### src/rtl/ffsr_spike_driver_if.sv
// Command channel for the FFSR spike driver: burst request handshake plus abort.
interface ffsr_spike_driver_if #(
  parameter int CNT_W = 4
) ();
  logic             cmd_valid;
  logic             cmd_ready;
  logic             cmd_up;
  logic [CNT_W-1:0] cmd_mag;
  logic             abort;

  modport master (
    output cmd_valid,
    output cmd_up,
    output cmd_mag,
    output abort,
    input  cmd_ready
  );

  modport slave (
    input  cmd_valid,
    input  cmd_up,
    input  cmd_mag,
    input  abort,
    output cmd_ready
  );
endinterface

### src/rtl/ffsr_spike_driver.sv
// Turns direction/count burst commands into single-cycle spikes for the FFSR counter
// stage, tracking a saturating shadow of the count the counter should now hold.
module ffsr_spike_driver #(
  parameter int W     = 3,
  parameter int CNT_W = 4,
  parameter int GAP   = 0
) (
  input  logic                 clk,
  input  logic                 rst,
  ffsr_spike_driver_if.slave   cmd,
  output logic                 spk_en,
  output logic                 spk_up,
  output logic                 busy,
  output logic                 done,
  output logic                 sat,
  output logic [W-1:0]         shadow
);

  typedef enum logic [1:0] {
    S_IDLE  = 2'd0,
    S_PULSE = 2'd1,
    S_GAP   = 2'd2
  } state_t;

  localparam int               GW       = (GAP > 0) ? $clog2(GAP + 1) : 1;
  localparam logic [GW-1:0]    GAP_LOAD = GW'((GAP > 0) ? GAP - 1 : 0);
  localparam logic [W-1:0]     SH_MAX   = '1;
  localparam logic [CNT_W-1:0] REM_ONE  = 1;

  state_t           state_reg, state_next;
  logic             dir_reg, dir_next;
  logic [CNT_W-1:0] rem_reg, rem_next;
  logic [GW-1:0]    gap_reg, gap_next;
  logic [W-1:0]     shadow_reg, shadow_next;
  logic             sat_reg, sat_next;
  logic             done_reg, done_next;
  logic             spk_en_reg, spk_en_next;
  logic             spk_up_reg, spk_up_next;
  logic             busy_reg, busy_next;
  logic             cmd_ready_reg, cmd_ready_next;

  always_comb begin
    state_next  = state_reg;
    dir_next    = dir_reg;
    rem_next    = rem_reg;
    gap_next    = gap_reg;
    shadow_next = shadow_reg;
    sat_next    = sat_reg;
    done_next   = 1'b0;

    case (state_reg)
      S_IDLE: begin
        if (cmd.cmd_valid && cmd_ready_reg) begin
          dir_next = cmd.cmd_up;
          rem_next = cmd.cmd_mag;
          sat_next = 1'b0;
          if (cmd.cmd_mag != '0) begin
            state_next = S_PULSE;
          end else begin
            done_next = 1'b1;
          end
        end
      end

      S_PULSE: begin
        rem_next = rem_reg - 1'b1;
        // The spike on the wire this cycle always lands, so the shadow follows it
        // even when an abort ends the burst at this edge.
        if (dir_reg) begin
          if (shadow_reg == SH_MAX) sat_next = 1'b1;
          else                      shadow_next = shadow_reg + 1'b1;
        end else begin
          if (shadow_reg == '0) sat_next = 1'b1;
          else                  shadow_next = shadow_reg - 1'b1;
        end
        if (cmd.abort) begin
          state_next = S_IDLE;
          rem_next   = '0;
        end else if (rem_reg == REM_ONE) begin
          state_next = S_IDLE;
          done_next  = 1'b1;
        end else if (GAP > 0) begin
          state_next = S_GAP;
          gap_next   = GAP_LOAD;
        end
      end

      S_GAP: begin
        if (cmd.abort) begin
          state_next = S_IDLE;
          rem_next   = '0;
        end else if (gap_reg == '0) begin
          state_next = S_PULSE;
        end else begin
          gap_next = gap_reg - 1'b1;
        end
      end

      default: begin
        state_next = S_IDLE;
      end
    endcase

    // Outputs are registered from the next state so the spike lines up with PULSE.
    spk_en_next    = (state_next == S_PULSE);
    spk_up_next    = (state_next == S_PULSE) && dir_next;
    busy_next      = (state_next != S_IDLE);
    cmd_ready_next = (state_next == S_IDLE);
  end

  always_ff @(posedge clk) begin
    if (!rst) begin
      state_reg     <= S_IDLE;
      dir_reg       <= 1'b0;
      rem_reg       <= '0;
      gap_reg       <= '0;
      shadow_reg    <= '0;
      sat_reg       <= 1'b0;
      done_reg      <= 1'b0;
      spk_en_reg    <= 1'b0;
      spk_up_reg    <= 1'b0;
      busy_reg      <= 1'b0;
      cmd_ready_reg <= 1'b1;
    end else begin
      state_reg     <= state_next;
      dir_reg       <= dir_next;
      rem_reg       <= rem_next;
      gap_reg       <= gap_next;
      shadow_reg    <= shadow_next;
      sat_reg       <= sat_next;
      done_reg      <= done_next;
      spk_en_reg    <= spk_en_next;
      spk_up_reg    <= spk_up_next;
      busy_reg      <= busy_next;
      cmd_ready_reg <= cmd_ready_next;
    end
  end

  assign spk_en        = spk_en_reg;
  assign spk_up        = spk_up_reg;
  assign busy          = busy_reg;
  assign done          = done_reg;
  assign sat           = sat_reg;
  assign shadow        = shadow_reg;
  assign cmd.cmd_ready = cmd_ready_reg;

endmodule

### src/flat_wrapper.sv
// flat-port wrapper written by rule: the top's interface ports become plain ports
module ffsr_spike_driver_flat 
#(
  parameter int W     = 3,
  parameter int CNT_W = 4,
  parameter int GAP   = 0
)
  (clk, rst, spk_en, spk_up, busy, done, sat, shadow, cmd_cmd_valid, cmd_cmd_up, cmd_cmd_mag, cmd_abort, cmd_cmd_ready);
  ffsr_spike_driver_if #(.CNT_W(CNT_W)) cmd_i ();
  input  logic clk;
  input  logic rst;
  output logic spk_en;
  output logic spk_up;
  output logic busy;
  output logic done;
  output logic sat;
  output logic [W-1:0] shadow;
  input wire logic [$bits(cmd_i.cmd_valid)-1:0] cmd_cmd_valid;
  input wire logic [$bits(cmd_i.cmd_up)-1:0] cmd_cmd_up;
  input wire logic [$bits(cmd_i.cmd_mag)-1:0] cmd_cmd_mag;
  input wire logic [$bits(cmd_i.abort)-1:0] cmd_abort;
  output wire logic [$bits(cmd_i.cmd_ready)-1:0] cmd_cmd_ready;
  assign cmd_i.cmd_valid = cmd_cmd_valid;
  assign cmd_i.cmd_up = cmd_cmd_up;
  assign cmd_i.cmd_mag = cmd_cmd_mag;
  assign cmd_i.abort = cmd_abort;
  assign cmd_cmd_ready = cmd_i.cmd_ready;
  ffsr_spike_driver #(.W(W), .CNT_W(CNT_W), .GAP(GAP)) u_core (.clk(clk), .rst(rst), .cmd(cmd_i), .spk_en(spk_en), .spk_up(spk_up), .busy(busy), .done(done), .sat(sat), .shadow(shadow));
endmodule
### config.mk
export PLATFORM = sky130hd
export DESIGN_NAME = ffsr_spike_driver_flat
export DESIGN_NICKNAME = d
export VERILOG_FILES = /design/src/rtl/ffsr_spike_driver_if.sv /design/src/rtl/ffsr_spike_driver.sv /design/src/flat_wrapper.sv
export SDC_FILE = /design/constraint.sdc
export NUM_CORES = 1
export LEC_CHECK = 0
export CORE_ASPECT_RATIO = 1.5
export CORE_MARGIN = 1
export CORE_UTILIZATION = 30
export DETAILED_ROUTE_END_ITERATION = 12
export GPL_ROUTABILITY_DRIVEN = 0
export PLACE_DENSITY = 0.59
export SYNTH_ARGS = -nofsm -noshare
export SYNTH_HDL_FRONTEND = slang
export SYNTH_SLANG_ARGS = --single-unit
### constraint.sdc
create_clock -name clk -period 1.8 [get_ports clk]
set_input_delay 0.36 -clock clk [delete_from_list [all_inputs] [get_ports clk]]
set_output_delay 0.36 -clock clk [all_outputs]
set_load 0.02 [all_outputs]
======== Word-level counts from Yosys, hierarchy flattened ========
Cells that the tools add are included.
operators by class
  $add $sub $neg .......................... 4
  equality and inequality tests ........... 11
  multiplexer cells ....................... 27
  bitwise gates (word level) .............. 1
  reduce and logical (&&, ||, !) cells .... 13
operators with widths
  kind                 number
  $mux 2               6
  $mux 4               3
  $pmux 4 s3           1
  $mux 1               11
  $mux 3               3
  $pmux 2 s3           1
  $reduce_and 3->1     2
  $eq 2x1->1 const B   2
  $eq 4x1->1 const B   1
  $logic_not 2->1      2
  $ne 2x1->1 const B   2
  $ne 2x2->1 const B   2
  $pmux 1 s2           2
  $reduce_and 4->1     1
  $reduce_bool 2->1    2
  $reduce_bool 4->1    1
  $sub 4x1->4 const B  1
  $add 3x1->3 const B  1
  $eq 3x3->1 const B   1
  $logic_not 3->1      1
  $ne 3x1->1 const B   1
  $ne 3x3->1 const B   1
  $reduce_bool 3->1    1
  $sub 3x1->3 const B  1
  other kinds (5)      6
storage, ports and cells
  flip-flop bits (word level) ............. 17
  input bits .............................. 9
  word-level logic and storage cells ...... 67

======== Depth between registers and ports, before layout ========
  word-level depth ........................ 6
  mapped depth ............................ 6

======== Worst setup path after synthesis ========
No wires, ideal clock.
  kind .................................... register to register
  start ................................... reg u_core.state_reg[0]
  end ..................................... reg u_core.rem_reg[2]
  setup time .............................. 0.115 ns
  data arrival time ....................... 1.534 ns
  setup slack ............................. 0.150 ns
  stages on the path, launching flop included .. 7
  buffers on the path ..................... 0
  period minus slack after synthesis ...... 1.650 ns
  cell sequence ........................... dfxtp_1 inv_1 ha_1 nand3_4 a221oi_4 o21ai_2 a31o_1
on the way
  word-level cells in the longest chain between the ends .. 3
  elaborated cells between the ends (all ways) .. 8
  classes of those cells .................. 4 x eq/ne; 1 x mux; 3 x reduce/logical
RTL lines
  element                                              line                      RTL
  from (decl)                                          ffsr_spike_driver.sv:30   state_t state_reg, state_next;
  from (signal assigned)                               ffsr_spike_driver.sv:125  state_reg <= state_next;
  $eq 2x2->1 (tied with other cells)                   ffsr_spike_driver.sv:51   case (state_reg)
  $ne 2x2->1 (no source line) (tied with other cells)  --
  $reduce_and 3->1 (no source line)                    --
  to (signal assigned)                                 ffsr_spike_driver.sv:127  rem_reg <= rem_next;
  to (decl)                                            ffsr_spike_driver.sv:32   logic [CNT_W-1:0] rem_reg, rem_next;
Parallel ways exist; a longest one is shown, timed or not.
A chain may end at the register's enable or synchronous reset.

======== Final worst setup path ========
  start ................................... reg u_core.shadow_reg[2], in the netlist u_core.shadow[2]
  end ..................................... out shadow[2]
RTL lines
  element                 line                      RTL
  from (decl)             ffsr_spike_driver.sv:34   logic [W-1:0] shadow_reg, shadow_next;
  from (signal assigned)  ffsr_spike_driver.sv:129  shadow_reg <= shadow_next;
  to (decl)               flat_wrapper.sv:17        output logic [W-1:0] shadow;
No word-level cell between the ends.

==> metrics.md <==
| Metric | Value |
|---|---|
| Peak supply drop | `0.345 mV` |
| Grt total ovfl | `0` |
| Final std cells w/o fill | `169` |
| Compound-cell area share of the yosys netlist | `0.241` |
| Clock tree from TritonCTS | `built` |
| Sequential area share after synthesis | `0.345` |
| Sequential share of power | `0.399` |
| RSZ-0062 raised after global routing | `no` |
| ANT cells | `0` |
| P&R area growth vs syn | `37.6%` |
| Setup Buffers After CTS | `0` |
| R2R Path Start | `u_core.state_reg[0]$_SDFF_PN0_` |
| Post-layout min period | `1.70 ns` |
| Largest net degree at the start of global routing | `13` |
| HP Class | `register to register` |
| DR DRC count | `0` |
| Leakage power total | `0.563 nW` |
| Layout cells sized above 1 | `0.177` |
| Worst-skew pair later-pin latency | `0.25 ns` |
| CP top delay family | `buffers and inverters` |
| Placed instance count | `165` |
| Design Area, Final | `1280 µm²` |
| Final hold slack | `0.511 ns` |
| Crit Path Category | `register to output port` |
| WHS Path Cells | `2` |
| Main combinational cell family by area after synthesis | `compound AO/OA/AOI/OAI gates` |
| Power Dens Cells | `835 nW/µm²` |
| F_max | `589 MHz` |
| Vias per cell | `4.87` |
| Clock Path Buffers | `2` |
| Max Slew Vio Count | `0` |
| Main synth FF type | `dfxtp_1` |
| Status | `finished clean` |
| Worst Skew | `0.00208 ns` |
| Pre-Repair DR Iteration Count | `2` |
| Syn Inst Count | `100` |
| Final Cycle Share | `0.943` |
| CTS Sinks | `16` |
| Post-layout net count | `148` |
| Synth Area in Simple Gates | `0.192` |
| WP buf/inv | `1` |
| FF+latch count, synth | `16` |
| Die Area | `3330 µm²` |
| CP Launch Type | `register` |
| YS warnings | `0` |
| Mapped Area | `930 µm²` |
| Reg2Reg Setup Slack | `0.17 ns` |
| Die X-Extent | `47.5 µm` |
| Row count | `24` |
| Synth unique cells | `38` |
| Post-Synth XOR/XNOR Area | `0.0188` |
| Synth Area in Adders | `0.116` |
| WL per Instance | `11.2 µm` |
| Net Sw Frac | `0.292` |
| Mux share of post-synthesis cell area | `0.0215` |
| EDFF count, synth | `0` |
| Switching power | `0.312 mW` |
| Post-DRT Antenna Nets | `0` |
| Crit-path max cell delay | `0.65 ns` |
| Crit end category | `output port` |
| Setup TNS | `0 ns` |
| Power share of the clock group | `0.297` |
| Worst slew pin tran | `0.402 ns` |
| Initial antenna violation count | `0` |
| Root cell of the clock tree | `clkbuf_8` |
| CTS H-tree lvls | `1` |
| Vias in the first global route | `775` |
| Final WL | `1890 µm` |
| Die Y | `70.2 µm` |
| Power share of the combinational group | `0.304` |
| IO Pins | `18` |
| WHS Endpoint | `u_core.sat$_SDFFE_PN0P_` |
| Mean post-synth cell area | `9.30 µm²` |
| Crit-path slowest cell | `clkdlybuf4s50_1` |
| Iter 0 DRT Violations | `17` |
| Worst reg2reg endpoint | `u_core.rem_reg[2]$_SDFFE_PN0P_` |
| HP Start | `u_core.sat$_SDFFE_PN0P_` |
| Clock transition at path regs | `0.06 ns` |
| Setup-failing EPs final | `0` |
| Placed inst area | `1220 µm²` |
| Max reg flops | `4` |
| Internal Pwr Total | `0.756 mW` |
| Num CTS Buffers | `3` |
| HPWL after detailed placement | `1510 µm` |
| Arrival time worst endpoint | `1.34 ns` |
| Critical-path cell list | `clkdlybuf4s50_1` |
| First-pass GRT wire length | `3220 µm` |
| Gr usage total | `0.133` |
| Core box area | `2910 µm²` |
| DR vias | `823` |
| Max-Cap Viols | `0` |
| Final hold vios | `0` |
| Initial Util | `0.319` |
| Worst endpoint required time | `1.44 ns` |
| Port bufs | `17` |
| Syn nets | `117` |
| Worst reg2reg path depth | `6` |
| Worst Path Max Fanout | `8` |
| Post-synth ARST share | `0` |
| Max_slew headroom | `0.732` |
==> metrics by stage <==
step	worst slack, ns	util	total power, mW
floorplan	0.150	-	0.631
global placement	-0.0533	0.418	0.750
detailed placement	-0.0650	0.418	0.760
CTS	0.0231	0.437	1.08
global route	0.0279	0.439	1.14
finish	0.102	0.439	1.07
==> metal layers <==
layer  vias up  routed length (µm)  global-route usage
li1        417                   -                   -
met1       389                 780               0.146
met2        12                1010               0.218
met3         5                  49              0.0310
met4         0                  51              0.0762
met5         -                   0                   0
==> what timing repair did <==
action                     in CTS  in global routing
resized for setup               0                  2
setup endpoints to repair       0                  5
hold buffers                    0                  0
==> worst max path at each step <==
| stage | cells past startpoint | start | to |
|---|---|---|---|
| after floorplan | 6 | u_core.state_reg[0]$_SDFF_PN0_ | u_core.rem_reg[2]$_SDFFE_PN0P_ |
| after detailed placement | 5 | cmd_cmd_mag[1] | u_core.spk_up$_SDFF_PN0_ |
| final | 1 | u_core.shadow[2]$_SDFFE_PN0P_ | shadow[2] |
| after global placement | 5 | cmd_cmd_mag[1] | u_core.spk_up$_SDFF_PN0_ |
| after global routing | 6 | u_core.state_reg[1]$_SDFF_PN0_ | u_core.rem_reg[2]$_SDFFE_PN0P_ |
| after CTS | 1 | u_core.shadow[0]$_SDFFE_PN0P_ | shadow[0] |
==> layout make-up <==
| class | count | area, µm² |
|---|---|---|
| multi-input combinational | 69 | 551 |
| timing repair buffer | 28 | 255 |
| tap | 39 | 48.8 |
| inverter | 13 | 48.8 |
| sequential | 16 | 320 |
| clock buffer | 4 | 55.1 |
| fill | 305 | 1630 |
==> cells by family (layout without fill, tap and decap cells) <==
kind of cell	after synthesis	count (layout)
buffers and inverters	15	45
adder cells (fa/ha/maj)	8	8
multiplexers	2	2
flip-flops	16	16
XOR/XNOR	2	2
AND/OR/NAND/NOR	30	30
AO/OA/AOI/OAI	27	27
==> worst reg2reg max path, cell delays in order (launching register included) <==
cell and delay, ns:
dfxtp_1 0.31, inv_1 0.08, ha_2 0.29, nand3_4 0.13
a221oi_4 0.41, o21ai_2 0.09, a31o_1 0.22
==> cells in the final DEF, fill, tap and decap left out, drive strengths merged, types with 2 or more instances in the layout <==
master	n
nor3b	2
buf	11
nand3	3
o211a	2
a221oi	2
o221ai	2
nand2	7
mux2i	2
clkbuf	4
ha	7
nor3	3
nor2	6
xnor2	2
a2bb2oi	3
o21ai	7
inv	13
a21oi	4
nor2b	2
dfxtp	16
nand2b	2
clkdlybuf4s50	16
==> cell usage after synthesis (2+ instances only) <==
cell type	n	area [µm²]
nand2b_1	2	12.5
ha_1	7	87.6
nor2b_1	2	12.5
a21oi_1	3	15.0
a2bb2oi_1	3	26.3
nor3_1	3	15.0
inv_1	13	48.8
o211a_1	2	20.0
nor3b_1	2	15.0
nor2_1	6	22.5
o21ai_0	6	30.0
mux2i_1	2	20.0
xnor2_1	2	17.5
nand3_1	2	10.0
dfxtp_1	16	320
nand2_1	7	26.3
==> power by group through the flow <==
stage | Combinational (mW) | Sequential (mW) | Clock, mW
after floorplan | 0.182 | 0.449 | 0
after global placement | 0.318 | 0.432 | 0
after detailed placement | 0.326 | 0.433 | 0
after CTS | 0.327 | 0.426 | 0.330
after global routing | 0.361 | 0.431 | 0.347
final | 0.325 | 0.426 | 0.317
(Power assumes the default switching activity.)
